===== config.mk =====
export PLATFORM = sky130hd
export DESIGN_NAME = soc_reset_ctrl_flat
export DESIGN_NICKNAME = d
export VERILOG_FILES = /design/src/rtl/soc_reset_ctrl_if.sv /design/src/rtl/soc_reset_ctrl.sv /design/src/flat_wrapper.sv
export SDC_FILE = /design/constraint.sdc
export NUM_CORES = 1
export LEC_CHECK = 0
export ABC_AREA = 1
export ABC_CLOCK_PERIOD_IN_PS = 1780
export CAP_MARGIN = 20
export CORE_UTILIZATION = 25
export CTS_CLUSTER_DIAMETER = 50
export CTS_CLUSTER_SIZE = 28
export DETAILED_ROUTE_END_ITERATION = 8
export GPL_TIMING_DRIVEN = 0
export PLACE_DENSITY = 0.45
export RECOVER_POWER = 25
export SYNTH_ARGS = -nofsm -noshare
export SYNTH_HDL_FRONTEND = slang
export SYNTH_SLANG_ARGS = --single-unit

===== constraint.sdc =====
create_clock -name clk -period 1.78 [get_ports clk]
set_input_delay 0.356 -clock clk [delete_from_list [all_inputs] [get_ports clk]]
set_output_delay 0.356 -clock clk [all_outputs]
set_load 0.03 [all_outputs]

===== src/rtl/soc_reset_ctrl_if.sv =====
// Reset controller status/request bundle: clock-lock and software-reset inputs
// toward the controller, per-domain resets and status back out.
interface soc_reset_ctrl_if #(
    parameter int NDOMAINS = 4
);
    logic                ClkStable;
    logic                SwResetReq;
    logic [NDOMAINS-1:0] SwResetMask;
    logic [NDOMAINS-1:0] DomainRst;
    logic                ResetDone;
    logic                ResetCause;

    modport master (
        output ClkStable, SwResetReq, SwResetMask,
        input  DomainRst, ResetDone, ResetCause
    );

    modport slave (
        input  ClkStable, SwResetReq, SwResetMask,
        output DomainRst, ResetDone, ResetCause
    );
endinterface


===== src/rtl/soc_reset_ctrl.sv =====
// SoC reset controller: synchronizes the external reset, waits for clock lock,
// then releases domains in index order; also handles masked software resets.
module soc_reset_ctrl #(
    parameter int NDOMAINS       = 4,
    parameter int SYNC_STAGES    = 2,
    parameter int HOLD_CYCLES    = 16,
    parameter int STAGGER_CYCLES = 4
) (
    input logic clk,
    input logic reset,
    soc_reset_ctrl_if.slave bus
);
    localparam int CNT_W = $clog2(HOLD_CYCLES + NDOMAINS * STAGGER_CYCLES + 2);

    if (NDOMAINS < 1 || SYNC_STAGES < 2 || HOLD_CYCLES < 1 || STAGGER_CYCLES < 1) begin : g_bad_params
        $error("soc_reset_ctrl: illegal parameter value");
    end

    typedef enum logic [2:0] {
        SYNC, WAITCLK, HOLD, STAGGER, RUN, SWHOLD, SWSTAGGER
    } state_t;

    state_t               state, state_next;
    logic [SYNC_STAGES-1:0] sync_q;
    logic [CNT_W-1:0]     cnt, cnt_next;
    logic [NDOMAINS-1:0]  dom_q, dom_next;
    logic                 done_q, done_next;
    logic                 cause_q, cause_next;
    logic                 sync_drop;

    // The chain output is 0 after the edge on which bit SYNC_STAGES-2 is
    // already 0, so the start edge coincides with the synchronized release.
    assign sync_drop = ~sync_q[SYNC_STAGES-2] | ~sync_q[SYNC_STAGES-1];

    always_ff @(posedge clk or posedge reset) begin
        if (reset) begin
            sync_q  <= '1;
            state   <= SYNC;
            cnt     <= '0;
            dom_q   <= '1;
            done_q  <= 1'b0;
            cause_q <= 1'b0;
        end else begin
            sync_q  <= {sync_q[SYNC_STAGES-2:0], 1'b0};
            state   <= state_next;
            cnt     <= cnt_next;
            dom_q   <= dom_next;
            done_q  <= done_next;
            cause_q <= cause_next;
        end
    end

    always_comb begin
        state_next = state;
        dom_next   = dom_q;
        done_next  = done_q;
        cause_next = cause_q;
        cnt_next   = (&cnt) ? cnt : cnt + 1'b1;

        case (state)
            SYNC: begin
                if (sync_drop) begin
                    if (bus.ClkStable) begin
                        state_next = HOLD;
                        cnt_next   = '0;
                    end else begin
                        state_next = WAITCLK;
                    end
                end
            end
            WAITCLK: begin
                if (bus.ClkStable) begin
                    state_next = HOLD;
                    cnt_next   = '0;
                end
            end
            HOLD, STAGGER, SWHOLD, SWSTAGGER: begin
                // Every index owns its slot; clearing an unmasked bit is a no-op.
                for (int unsigned i = 0; i < NDOMAINS; i++) begin
                    if (cnt == CNT_W'(HOLD_CYCLES + i * STAGGER_CYCLES - 1))
                        dom_next[i] = 1'b0;
                end
                if (state == HOLD && cnt == CNT_W'(HOLD_CYCLES - 1))
                    state_next = STAGGER;
                if (state == SWHOLD && cnt == CNT_W'(HOLD_CYCLES - 1))
                    state_next = SWSTAGGER;
                if ((state == STAGGER || state == SWSTAGGER) &&
                    cnt == CNT_W'(HOLD_CYCLES + (NDOMAINS - 1) * STAGGER_CYCLES)) begin
                    state_next = RUN;
                    done_next  = 1'b1;
                end
            end
            RUN: begin
                if (bus.SwResetReq && (|bus.SwResetMask)) begin
                    dom_next   = bus.SwResetMask;
                    done_next  = 1'b0;
                    cause_next = 1'b1;
                    state_next = SWHOLD;
                    cnt_next   = '0;
                end
            end
            default: state_next = SYNC;
        endcase
    end

    assign bus.DomainRst  = dom_q;
    assign bus.ResetDone  = done_q;
    assign bus.ResetCause = cause_q;
endmodule

===== src/flat_wrapper.sv =====
// flat-port wrapper written by rule: the top's interface ports become plain ports
module soc_reset_ctrl_flat 
#(
    parameter int NDOMAINS       = 4,
    parameter int SYNC_STAGES    = 2,
    parameter int HOLD_CYCLES    = 16,
    parameter int STAGGER_CYCLES = 4
)
  (clk, reset, bus_ClkStable, bus_SwResetReq, bus_SwResetMask, bus_DomainRst, bus_ResetDone, bus_ResetCause);
  soc_reset_ctrl_if #(.NDOMAINS(NDOMAINS)) bus_i ();
  input logic clk;
  input logic reset;
  input wire logic [$bits(bus_i.ClkStable)-1:0] bus_ClkStable;
  input wire logic [$bits(bus_i.SwResetReq)-1:0] bus_SwResetReq;
  input wire logic [$bits(bus_i.SwResetMask)-1:0] bus_SwResetMask;
  output wire logic [$bits(bus_i.DomainRst)-1:0] bus_DomainRst;
  output wire logic [$bits(bus_i.ResetDone)-1:0] bus_ResetDone;
  output wire logic [$bits(bus_i.ResetCause)-1:0] bus_ResetCause;
  assign bus_i.ClkStable = bus_ClkStable;
  assign bus_i.SwResetReq = bus_SwResetReq;
  assign bus_i.SwResetMask = bus_SwResetMask;
  assign bus_DomainRst = bus_i.DomainRst;
  assign bus_ResetDone = bus_i.ResetDone;
  assign bus_ResetCause = bus_i.ResetCause;
  soc_reset_ctrl #(.NDOMAINS(NDOMAINS), .SYNC_STAGES(SYNC_STAGES), .HOLD_CYCLES(HOLD_CYCLES), .STAGGER_CYCLES(STAGGER_CYCLES)) u_core (.clk(clk), .reset(reset), .bus(bus_i));
endmodule

[Word-level counts from Yosys, hierarchy flattened]
Cells that the tools add are included.
W data, S select, Z words.
Word-level totals
  input bits: 8
  logic and storage cells: 72
  output and inout bits: 6
  bits in registers: 17
Operators by class
  multiplexer cells: 22
  add/sub/neg operators: 1
  reductions and logical operators: 17
  bitwise logic cells: 3
  equality and inequality tests: 20
Operators with widths (count)
  $eq A6 B5 Y1 const B: 4
  $mux W6: 4
  $mux W3: 6
  $pmux W6 S3: 1
  $reduce_and A3 Y1: 5
  $ne A2 B1 Y1 const B: 7
  $pmux W3 S4: 1
  $eq A3 B3 Y1 const B: 3
  $pmux W4 S2: 1
  $reduce_or A4 Y1: 2
  $add A6 B1 Y6 const B: 1
  $eq A3 B2 Y1 const B: 2
  $eq A6 B4 Y1 const B: 1
  $mux W1: 6
  $reduce_and A6 Y1: 1
  $logic_and A1 B1 Y1: 4
  $mux W4: 1
  $ne A4 B1 Y1 const B: 1
  $reduce_and A4 Y1: 1
  $eq A3 B1 Y1 const B: 1
  $logic_not A3 Y1: 1
  $mux W2: 1
  $ne A2 B2 Y1 const B: 1
  $not A1 Y1: 2
  other kinds (5): 5

[Longest topological paths before layout]
  word-level depth: 6
  mapped depth: 11
  mapped depth without buffers: 11

[Worst setup path before layout]
OpenSTA, ideal clock, no wires.
  path kind: reg2reg
  from: reg u_core.cnt[0]
  to: reg u_core.state[0]
  library setup time: 0.117 ns
  stages on the path, launching flop included: 9
  buffers on the path: 0
  period minus slack after synthesis: 1.361 ns
  path slack: 0.419 ns
  data required time: 1.663 ns
  arrival time: 1.244 ns
  path through: dfrtp_1 ha_1 nand3_1 nor2_1 nand3_1 nand2_2 nand2_2 nand2_1 nand2_1
Between the ends
  longest elaborated chain between the ends: 5
Ends and longest elaborated chain
  start, declared: line soc_reset_ctrl.sv:25  | logic [CNT_W-1:0] cnt, cnt_next;
  start signal, assigned: line soc_reset_ctrl.sv:46  | cnt <= cnt_next;
  $eq A6 B4 Y1: line soc_reset_ctrl.sv:83, soc_reset_ctrl.sv:85
  $logic_and A1 B1 Y1: line soc_reset_ctrl.sv:85  | if (state == SWHOLD && cnt == CNT_W'(HOLD_CYCLES - 1))
  $mux W3: line soc_reset_ctrl.sv:85
  $mux W3: line soc_reset_ctrl.sv:87  | if ((state == STAGGER || state == SWSTAGGER) &&
  $pmux W3 S4: line soc_reset_ctrl.sv:60  | case (state)
  end signal, assigned: line soc_reset_ctrl.sv:45  | state <= state_next;
  end, declared: line soc_reset_ctrl.sv:23  | state_t state, state_next;
Several ways; a longest one is shown, not always the timed one.
A chain may end at the register's enable or synchronous reset.

[Final worst setup path]
  from: reg u_core.cause_q, in the netlist u_core.bus.ResetCause
  to: out bus_ResetCause
RTL lines
  start, declared: line soc_reset_ctrl.sv:28  | logic cause_q, cause_next;
  start signal, assigned: line soc_reset_ctrl.sv:49  | cause_q <= cause_next;
  end, declared: line flat_wrapper.sv:18  | output wire logic [$bits(bus_i.ResetCause)-1:0] bus_ResetCause;
No word-level cell between the ends.

==> flow_summary.ini <==
[outcome]
status = complete, no violations

[layout]
drive_above_1_share_pct = 16.38
diodes = 0
area_growth_pct = 19.89
multi_input_area_um2 = 598.1
fin_cells = 229
fillers = 475
final_nets = 188
seqCellArea_um2 = 432.9

[sta]
hold_violations = 0
fin_skew_ps = 2.565
worstMarginPinSlew_ps = 689.2
period_share_pct = 90.89
setup-tns-final_ps = 0
finalSetupViolCount = 0
relSlewSlack_pct = 54.00
min_period_ps = 1618
fmaxAchievable_mhz = 618.1
rsz0062_at_grt = no
slew_violations = 0
fin_ws_ps = 162.1

[power]
p_per_area_mw_per_mm2 = 1302
ir_worst_vdd_mv = 0.3872
cellLeakagePower_nw = 0.7476
finalPower_mw = 1.807

[logic_synthesis]
synth_edf_count = 0
ys_ff_latch = 17
synth_flop_cell = dfrtp_1
ys_types = 26
synth_area_leaders = dfrtp_1 (24%), nand2_1 (15%), dfstp_2 (14%)
yosys.area.top_type = dfrtp_1
synthesis.nets = 170
synth.yosys.seq_area_share_pct = 37.41
yosys_warnings = 0
syn_avg_cell_area_um2 = 7.233
yosysTopAreaCellShare_pct = 23.78
async_flop_share_pct = 100.0
synth_area_mm2 = 0.001157
synthCells = 160

[cts]
cts_sinks = 17
clk_latency_ps = 250
cts_buffers = 3
htreeDepth = 1
cts_root_buffer = clkbuf_8
clock_path_buffers = 2
tritoncts = built
clkTransAtPathRegs_ps = 70
post_cts_buffers = 0
hold_buffers = 0

[route]
ant_nets = 0
wl_per_cell_um = 10.27
drt-total-wl_um = 2352
drc = 0
drt-initial-drc-count = 25
drtPass1Iterations = 5
vias_per_cell = 4.336
vias = 993

[critical_path]
required_ps = 1420
reg2reg_from = u_core.state[0]$_DFFE_PP0P_
cp_top_family = buffers and inverters
slowest_delay_ps = 670
start_kind = flip-flop
path_cells = clkdlybuf4s50_1
setup.worst_path.class = reg -> out
slowest_stage = clkdlybuf4s50_1
crit_buf_inv = 1
startpoint = u_core.bus.ResetCause$_DFFE_PP0P_
crit_fanout = 2
crit_arrival_ps = 1260
end_kind = output pin

[global_routing]
grt_max_degree = 18
grt_overflow = 0
track_usage_pct = 10.72
grt_pass1_wl_um = 4188
antenna_found_initial = 0
grt_pass1_vias = 963

[floorplanning]
dieArea_mm2 = 0.004906
fp.dieW_um = 70.04
initial_core_util_pct = 26.22
coreArea_mm2 = 0.004414
ios = 14
die_y_um = 70.04
num_rows = 24

[job]
cap_violations = 0

[placement]
gp_congestion = 0.7325
portBuffers = 13
dp_cells = 225
place.detailed.hpwl_um = 1829
place_ws_ps = 146.6

[min_path]
hold_path.class = reg -> reg
worstHoldStart = u_core.sync_q[0]$_DFF_PP1_
## metal layers
layer	share of wire (%)	wire length, µm	up-vias	global-route usage [%]
li1	-	-	535	-
met1	52	1214	435	13.64
met2	43	1018	19	17.31
met3	3.8	89	4	3.319
met4	1.2	29	0	3.333
met5	0	0	-	0
## placed cells by master, fill, tap and decap left out, drive strengths merged
| cell type | instances |
|---|---|
| dlygate4sd2 | 4 |
| nor2 | 12 |
| nand3 | 22 |
| nand3b | 1 |
| nand4 | 4 |
| conb | 1 |
| clkbuf | 4 |
| xor2 | 2 |
| clkinv | 1 |
| o21bai | 1 |
| a21oi | 2 |
| clkdlybuf4s50 | 8 |
| buf | 2 |
| dlygate4sd3 | 1 |
| ha | 2 |
| dfrtp | 11 |
| o21ai | 10 |
| inv | 26 |
| dfstp | 6 |
| nand2 | 56 |
| o211ai | 1 |
## synth_stat cells, types with 2 or more instances
master / instances
ha_1: 2
nor2_1: 10
nand2_2: 6
inv_1: 24
buf_4: 2
nand2_1: 47
nand3_1: 21
inv_2: 2
dfrtp_1: 11
nand2_4: 3
dfstp_2: 6
nand4_1: 3
nor2_4: 2
o21ai_0: 4
o21ai_1: 5
xor2_1: 2
## logic make-up (layout without fill, tap and decap cells)
| family | after synthesis | count (layout) | synth area share (%) |
|---|---|---|---|
| adder cells (fa/ha/maj) | 2 | 2 | 2.162 |
| AO/OA/AOI/OAI | 14 | 14 | 7.135 |
| other | 1 | 1 | 0.3240 |
| buffers and inverters | 29 | 46 | 10.49 |
| XOR/XNOR | 2 | 2 | 1.514 |
| AND/OR/NAND/NOR | 95 | 95 | 40.97 |
| flip-flops | 17 | 17 | 37.40 |
## through the flow
stage	instance area, µm²	util, %	hold WS [ps]
4_1_cts	1393	31.55	371.2
3_3_place_gp	1353	30.64	359.6
5_1_grt	1388	31.43	387.2
2_1_floorplan	1157	-	277.7
3_5_place_dp	1353	30.64	361.2
6_report	1388	31.43	377.4
## flip-flops by register name, summed over array words and instances (netlist names)
| register | flops |
|---|---|
| u_core.bus.ResetCause | 1 |
| u_core.sync_q | 2 |
| u_core.bus.ResetDone | 1 |
| u_core.bus.DomainRst | 4 |
| u_core.state | 3 |
| u_core.cnt | 6 |
## final timing paths
check / end / slack [ps] / cells past startpoint
max in group asynchronous: u_core.cnt[1]$_DFF_PP0_ / 690 / 2
setup / recovery: bus_ResetCause / 160 / 1
min in group asynchronous: u_core.state[1]$_DFFE_PP0P_ / 650 / 2
hold / removal: u_core.sync_q[1]$_DFF_PP1_ / 380 / 0
setup reg to reg: u_core.cnt[4]$_DFF_PP0_ / 210 / 8
hold reg to reg: u_core.sync_q[1]$_DFF_PP1_ / 380 / 0
## power by group
group | leakage [nW] | switching, mW | total (mW) | internal [mW]
clock network | 0.0228 | 0.129 | 0.288 | 0.159
registers | 0.203 | 0.0813 | 0.546 | 0.464
logic | 0.522 | 0.621 | 0.973 | 0.353
total | 0.748 | 0.831 | 1.81 | 0.976
## timing repair
action	4_1_cts	5_1_grt
hold endpoints to repair	0	0
setup endpoints to repair	4	2
gates resized for setup	4	1
## final cells by class
cell class                 instances  area share [%]
multi-input combinational        114           43.10
sequential                        17           31.20
clock buffer                       4           3.246
tap                               52           4.689
timing repair buffer              13           9.017
buffer                             2           1.082
inverter                          27           7.665
Note: power is estimated with default switching activity, not from simulation.
